<file path="src/rtl/float_to_fixed_param_pkg.sv">
// Shared types and format helpers for the parametrised float-to-fixed converter.
package float_to_fixed_param_pkg;

    typedef enum logic [2:0] {
        StIdle,
        StUnpack,
        StShift,
        StRound,
        StPack,
        StDone
    } state_e;

    typedef enum logic [1:0] {
        ClsNorm,
        ClsZero,
        ClsInf,
        ClsNan
    } fclass_e;

    function automatic int bias_of(input int ew);
        return (1 << (ew - 1)) - 1;
    endfunction

    function automatic int sig_width(input int mw);
        return mw + 1;
    endfunction

    function automatic int sh_width(input int ew);
        return ew + 2;
    endfunction

    function automatic logic [63:0] sat_pos(input int fxw);
        return (64'd1 << (fxw - 1)) - 64'd1;
    endfunction

    // Magnitude of the most negative result, -2^(FXW-1).
    function automatic logic [63:0] sat_neg_mag(input int fxw);
        return 64'd1 << (fxw - 1);
    endfunction

endpackage

</file>
<file path="src/rtl/float_to_fixed_param_fx_align_round.sv">
// Combinational significand alignment with guard/sticky extraction and
// round-nearest-even increment applied to an already-registered aligned value.
module float_to_fixed_param_fx_align_round #(
    parameter int MW  = 23,
    parameter int FXW = 32,
    parameter int SHW = 10
) (
    input  logic                  [MW:0]  sig,
    input  logic signed           [SHW-1:0] sh,
    output logic                  [FXW:0] mag,
    output logic                          g,
    output logic                          s,
    output logic                          pre_ovf,
    input  logic                          mode,
    input  logic                  [FXW:0] mag_in,
    input  logic                          g_in,
    input  logic                          s_in,
    output logic                  [FXW:0] rnd
);

    localparam int SIGW = MW + 1;
    localparam int EXTW = SIGW + MW + 3;

    logic [EXTW-1:0] rwide;
    int              msb_pos;
    int              n;

    always_comb begin
        mag     = '0;
        g       = 1'b0;
        s       = 1'b0;
        pre_ovf = 1'b0;
        rwide   = '0;
        n       = 0;
        msb_pos = MW + int'(sh);
        // Leading one at bit FXW or above cannot be represented for either sign.
        if (msb_pos >= FXW) begin
            pre_ovf = 1'b1;
        end else if (int'(sh) >= 0) begin
            mag = (FXW + 1)'(sig) << int'(sh);
        end else begin
            n = -int'(sh);
            if (n > MW + 2) begin
                s = 1'b1;
            end else begin
                rwide = {sig, {(MW + 3){1'b0}}} >> n;
                mag   = (FXW + 1)'(rwide[EXTW-1:MW+3]);
                g     = rwide[MW+2];
                s     = |rwide[MW+1:0];
            end
        end
    end

    assign rnd = mag_in + (FXW + 1)'(mode & g_in & (s_in | mag_in[0]));

endmodule

</file>
<file path="src/rtl/float_to_fixed_param.sv">
// Handshaked multi-cycle float to signed fixed-point converter with selectable
// rounding, saturation and overflow/underflow/NaN reporting.
module float_to_fixed_param
    import float_to_fixed_param_pkg::*;
#(
    parameter int EW   = 8,
    parameter int MW   = 23,
    parameter int FXW  = 32,
    parameter int FRAC = 16
) (
    input  logic              CLK,
    input  logic              RST_FF,
    input  logic              Begin_FSM,
    input  logic              ROUND_MODE,
    input  logic [EW+MW:0]    F,
    output logic              ACK,
    output logic              BUSY,
    output logic [FXW-1:0]    RESULT,
    output logic              OVF,
    output logic              UNF,
    output logic              NAN_FLAG
);

    localparam int BIAS = bias_of(EW);
    localparam int SIGW = sig_width(MW);
    localparam int SHW  = sh_width(EW);

    localparam logic [FXW:0]   MAX_POS_MAG = (FXW + 1)'(sat_pos(FXW));
    localparam logic [FXW:0]   MAX_NEG_MAG = (FXW + 1)'(sat_neg_mag(FXW));
    localparam logic [FXW-1:0] SAT_MAX     = FXW'(sat_pos(FXW));
    localparam logic [FXW-1:0] SAT_MIN     = FXW'(sat_neg_mag(FXW));

    state_e                  state_q, state_d;
    logic                    capture;
    logic [EW+MW:0]          f_q;
    logic                    mode_q;

    fclass_e                 cls_d, cls_q;
    logic                    sign_q, mant_nz_q;
    logic [SIGW-1:0]         sig_q;
    logic signed [SHW-1:0]   sh_d, sh_q;
    logic [EW-1:0]           exp_f;
    logic [MW-1:0]           mant_f;

    logic [FXW:0]            mag, mag_q, rnd, rnd_q;
    logic                    g, s, pre_ovf, g_q, s_q, povf_q;

    logic [FXW-1:0]          res_d;
    logic                    ovf_d, unf_d, nan_d;

    always_comb begin
        state_d = state_q;
        capture = 1'b0;
        unique case (state_q)
            StIdle: begin
                if (Begin_FSM) begin
                    state_d = StUnpack;
                    capture = 1'b1;
                end
            end
            StUnpack: state_d = StShift;
            StShift:  state_d = StRound;
            StRound:  state_d = StPack;
            StPack:   state_d = StDone;
            // Back-to-back requests are accepted on the edge that leaves DONE.
            StDone: begin
                if (Begin_FSM) begin
                    state_d = StUnpack;
                    capture = 1'b1;
                end else begin
                    state_d = StIdle;
                end
            end
            default:  state_d = StIdle;
        endcase
    end

    assign ACK  = (state_q == StDone);
    assign BUSY = (state_q != StIdle);

    assign exp_f  = f_q[EW+MW-1:MW];
    assign mant_f = f_q[MW-1:0];

    always_comb begin
        if (&exp_f) begin
            cls_d = (mant_f != '0) ? ClsNan : ClsInf;
        end else if (exp_f == '0) begin
            cls_d = ClsZero;
        end else begin
            cls_d = ClsNorm;
        end
        sh_d = SHW'(int'(exp_f) - BIAS + FRAC - MW);
    end

    float_to_fixed_param_fx_align_round #(
        .MW  (MW),
        .FXW (FXW),
        .SHW (SHW)
    ) u_align_round (
        .sig     (sig_q),
        .sh      (sh_q),
        .mag     (mag),
        .g       (g),
        .s       (s),
        .pre_ovf (pre_ovf),
        .mode    (mode_q),
        .mag_in  (mag_q),
        .g_in    (g_q),
        .s_in    (s_q),
        .rnd     (rnd)
    );

    always_comb begin
        res_d = '0;
        ovf_d = 1'b0;
        unf_d = 1'b0;
        nan_d = 1'b0;
        unique case (cls_q)
            ClsNan:  nan_d = 1'b1;
            ClsInf: begin
                ovf_d = 1'b1;
                res_d = sign_q ? SAT_MIN : SAT_MAX;
            end
            ClsZero: unf_d = mant_nz_q;
            default: begin
                if (povf_q || (!sign_q && (rnd_q > MAX_POS_MAG)) ||
                    (sign_q && (rnd_q > MAX_NEG_MAG))) begin
                    ovf_d = 1'b1;
                    res_d = sign_q ? SAT_MIN : SAT_MAX;
                end else begin
                    res_d = sign_q ? FXW'(~rnd_q + 1'b1) : rnd_q[FXW-1:0];
                    unf_d = (rnd_q == '0);
                end
            end
        endcase
    end

    always_ff @(posedge CLK or posedge RST_FF) begin
        if (RST_FF) begin
            state_q   <= StIdle;
            f_q       <= '0;
            mode_q    <= 1'b0;
            cls_q     <= ClsZero;
            sign_q    <= 1'b0;
            mant_nz_q <= 1'b0;
            sig_q     <= '0;
            sh_q      <= '0;
            mag_q     <= '0;
            g_q       <= 1'b0;
            s_q       <= 1'b0;
            povf_q    <= 1'b0;
            rnd_q     <= '0;
            RESULT    <= '0;
            OVF       <= 1'b0;
            UNF       <= 1'b0;
            NAN_FLAG  <= 1'b0;
        end else begin
            state_q <= state_d;
            if (capture) begin
                f_q    <= F;
                mode_q <= ROUND_MODE;
            end
            if (state_q == StUnpack) begin
                cls_q     <= cls_d;
                sign_q    <= f_q[EW+MW];
                mant_nz_q <= (mant_f != '0);
                sig_q     <= {1'b1, mant_f};
                sh_q      <= sh_d;
            end
            if (state_q == StShift) begin
                mag_q  <= mag;
                g_q    <= g;
                s_q    <= s;
                povf_q <= pre_ovf;
            end
            if (state_q == StRound) begin
                rnd_q <= rnd;
            end
            if (state_q == StPack) begin
                RESULT   <= res_d;
                OVF      <= ovf_d;
                UNF      <= unf_d;
                NAN_FLAG <= nan_d;
            end
        end
    end

endmodule

</file>
<file path="config.mk">
export PLATFORM = sky130hd
export DESIGN_NAME = float_to_fixed_param
export DESIGN_NICKNAME = d
export VERILOG_FILES = /design/src/rtl/float_to_fixed_param_pkg.sv /design/src/rtl/float_to_fixed_param_fx_align_round.sv /design/src/rtl/float_to_fixed_param.sv
export SDC_FILE = /design/constraint.sdc
export NUM_CORES = 1
export LEC_CHECK = 0
export ABC_AREA = 1
export CAP_MARGIN = 5
export CORE_ASPECT_RATIO = 1.4
export CORE_UTILIZATION = 45
export CTS_BUF_LIST = sky130_fd_sc_hd__clkbuf_16
export DETAILED_ROUTE_END_ITERATION = 8
export SETUP_SLACK_MARGIN = 0.02
export SYNTH_ARGS = -nofsm -noshare
export SYNTH_HDL_FRONTEND = slang
export SYNTH_HIERARCHICAL = 1
export SYNTH_SLANG_ARGS = --single-unit
export TNS_END_PERCENT = 10
</file>
<file path="constraint.sdc">
create_clock -name CLK -period 17.01 [get_ports CLK]
set_input_delay 4.2525 -clock CLK [delete_from_list [all_inputs] [get_ports CLK]]
set_output_delay 4.2525 -clock CLK [all_outputs]
set_load 0.01 [all_outputs]
</file>
==> results.ini <==
[outcome]
status = finished clean

[cells_and_area]
n_antenna_cell = 0
final_cell_mix = 822 x nand2_1, 240 x nor2_1, 176 x dfrtp_1
area_growth_pct = 9.773
layout-drive-gt1-share_pct = 7.590
design_area_um2 = 15800
nets = 2307
final_common_cell = nand2_1

[power_and_ir_drop]
total_power_w = 0.003302
intPower_w = 0.001474
vdd_drop_max_mv = 0.1657
clock_power_share_pct = 11.8
power_frac_seq_pct = 25.7
power_density_nw_per_um2 = 209.0
leakage_nw = 7.849
switching_share_pct = 55.35
power_frac_comb_pct = 62.5
p_switching_w = 0.001827

[timing]
rsz0062_at_grt = false
relSlewSlack_pct = 34.22
finalMaxSlewViolations = 0
setup-tns-final_ns = 0
worst_slew_pin_slew_ns = 0.9806
min_period_ns = 6.169
holdWs_ns = 0.5091
setup_viol = 0
hold_violations = 0
clock.fmax_mhz = 162.1
setup_ws_ns = 10.84
clock_skew_ns = 0.01640
period_share_pct = 36.27

[setup_path]
crit_slowest_cell = clkdlybuf4s50_1
cp_max_fo = 4
cp-start-kind = register
r2r-end = s_q
endpoint_kind = output pin
reg2regPathDepth = 29
rrSetupSlack_ns = 11.30
crit_type = reg -> out
slowest_delay_ns = 0.56
critPathRequiredTime_ns = 12.76
cp_num_buf_inv = 1
cp_cell_sequence = or2_2, nor2_1, clkdlybuf4s50_1
cp_data_arrival_time_ns = 1.92
critical-path-top-delay-family = buffers and inverters
r2r_start = sh_q[0]

[global_route]
grt_max_degree = 81
grt_pass1_vias = 13389
grt_pass1_wl_um = 71950
grt_use_total_pct = 28.84
gr-total-overflow = 0
grt_antenna_before_repair = 0

[routing]
drt_iter0_markers = 878
route.detailed.drc = 0
wl_per_cell_um = 17.42
antenna_left = 0
vias_per_cell = 5.374
vias = 14299
wirelength_um = 46360
first_pass_iters = 7

[die]
die_w_um = 153.1
top_level_ports = 73
coreArea_um2 = 31500
start_util_pct = 45.68
rows = 77
die_y_um = 213.6
dieArea_um2 = 32710

[clock_tree]
tritoncts = done
cts_hold_buf = 0
clk_latency_ns = 0.45
clkTransAtPathRegs_ns = 0.08
clock-sinks = 178
cts_max_path_buffers = 2
cts_setup_buffers = 0
ctsResizeCount = 0
clock-root-buffer = clkbuf_16
cts_htree_levels = 4
cts_buffers = 17

[placed_design]
port_buffers = 72
dpl.hpwl_um = 36210
placed_area_um2 = 15210
place_congestion = 1.001
place_worst_setup_slack_ns = 10.93

[hold_path]
hold_depth = 1
hp-class = reg -> reg
hp-start = mag_q[13]
worstHoldEndpoint = mag_q[13]

[synthesis]
synth_cell_type_count = 51
avgSynthCellArea_um2 = 6.368
yosysSeqAreaShare_pct = 30.96
yosysTopAreaCell = dfrtp_1
synthArstFlopShare_pct = 100.0
synthTopCellsByArea = dfrtp_1 31%, nand2_1 21%, nor2_1 6.4%
yosys_most_used_dff = dfrtp_1
ys_ff_latch = 178
synth_edf_count = 0
syn_area_um2 = 14390
synth_cells = 2260
ys_warn_count = 6
synth.top_cell.area_share_pct = 30.78
syn-num-nets = 2314

[flow_run]
drv_cap = 0

[layer usage]
| layer | global-route usage [%] | share of wire [%] | vias to the layer above |
|---|---|---|---|
| li1 | - | - | 7247 |
| met1 | 29.50 | 37 | 6596 |
| met2 | 55.93 | 54 | 341 |
| met3 | 2.769 | 2.5 | 115 |
| met4 | 18.81 | 6.3 | 0 |
| met5 | 0 | 0 | - |
[registers in the layout (all words and copies together), names as in the netlist]
name,flops
NAN_FLAG,1
OVF,1
RESULT,32
UNF,1
cls_q,2
f_q,32
g_q,1
mag_q,33
mant_nz_q,1
mode_q,1
povf_q,1
rnd_q,33
s_q,1
sh_q,10
sig_q,24
sign_q,1
state_q,3
[power by group through the flow]
| stage | Combinational [W] | Clock (W) | Sequential, W |
|---|---|---|---|
| 6_report | 0.00206 | 0.000389 | 0.000849 |
| 5_1_grt | 0.00232 | 0.000414 | 0.000878 |
| 4_1_cts | 0.00206 | 0.000398 | 0.000851 |
| 3_5_place_dp | 0.00205 | 0 | 0.000858 |
| 3_3_place_gp | 0.00204 | 0 | 0.000856 |
| 2_1_floorplan | 0.00152 | 0 | 0.000774 |
[stage by stage]
| stage | std cells | utilization, % |
|---|---|---|
| 2_1_floorplan | 2260 | - |
| 3_3_place_gp | 2629 | 48.27 |
| 3_5_place_dp | 2629 | 48.27 |
| 4_1_cts | 2661 | 50.14 |
| 5_1_grt | 2661 | 50.14 |
| 6_report | 2661 | 50.14 |
[worst register-to-register path, delay by kind of cell (launching register included)]
kind / cells / cell delay [ns]
multiplexers: 1 / 0.16
AND/OR/NAND/NOR: 18 / 2.71
flip-flops: 1 / 0.39
adder cells (fa/ha/maj): 2 / 0.66
buffers and inverters: 4 / 1.14
AO/OA/AOI/OAI: 4 / 0.57
[cell families after synthesis]
logic type / share of synthesized area [%]
xor+xnor: 3.469
mux: 5.121
simple gates: 38.72
flops: 30.96
compound gates: 11.42
fa+ha+maj: 1.565
other cells: 0.02606
buf+inv: 8.729
[how the worst max path moves through the flow]
stage	from	end	slack, ns	cells past startpoint
floorplan	RST_FF	NAN_FLAG	7.93	1
global placement	RST_FF	sh_q[0]	10.96	3
detailed placement	RST_FF	sh_q[0]	10.93	3
CTS	state_q[1]	ACK	10.82	3
global route	state_q[0]	ACK	10.74	4
finish	state_q[1]	ACK	10.84	3
[layout make-up]
cell class,instances,area (µm²)
Timing Repair Buffer,90,855.8
Sequential cell,178,4457
Multi-Input combinational cell,1781,8700
Clock inverter,15,165.2
Tap cell,395,494.2
Clock buffer,17,425.4
Fill cell,3366,15710
Inverter,185,700.7
[synthesized netlist by cell type, types with 23 or more instances]
cell type,instances
mux2i_1,23
clkbuf_1,57
a21oi_1,126
inv_1,169
dfrtp_1,177
nand2_1,824
xor2_1,51
nand4_1,25
o21ai_0,105
nor2_1,244
nand3_1,164
mux2_2,45
No activity file was read; power rests on OpenSTA's default activity.
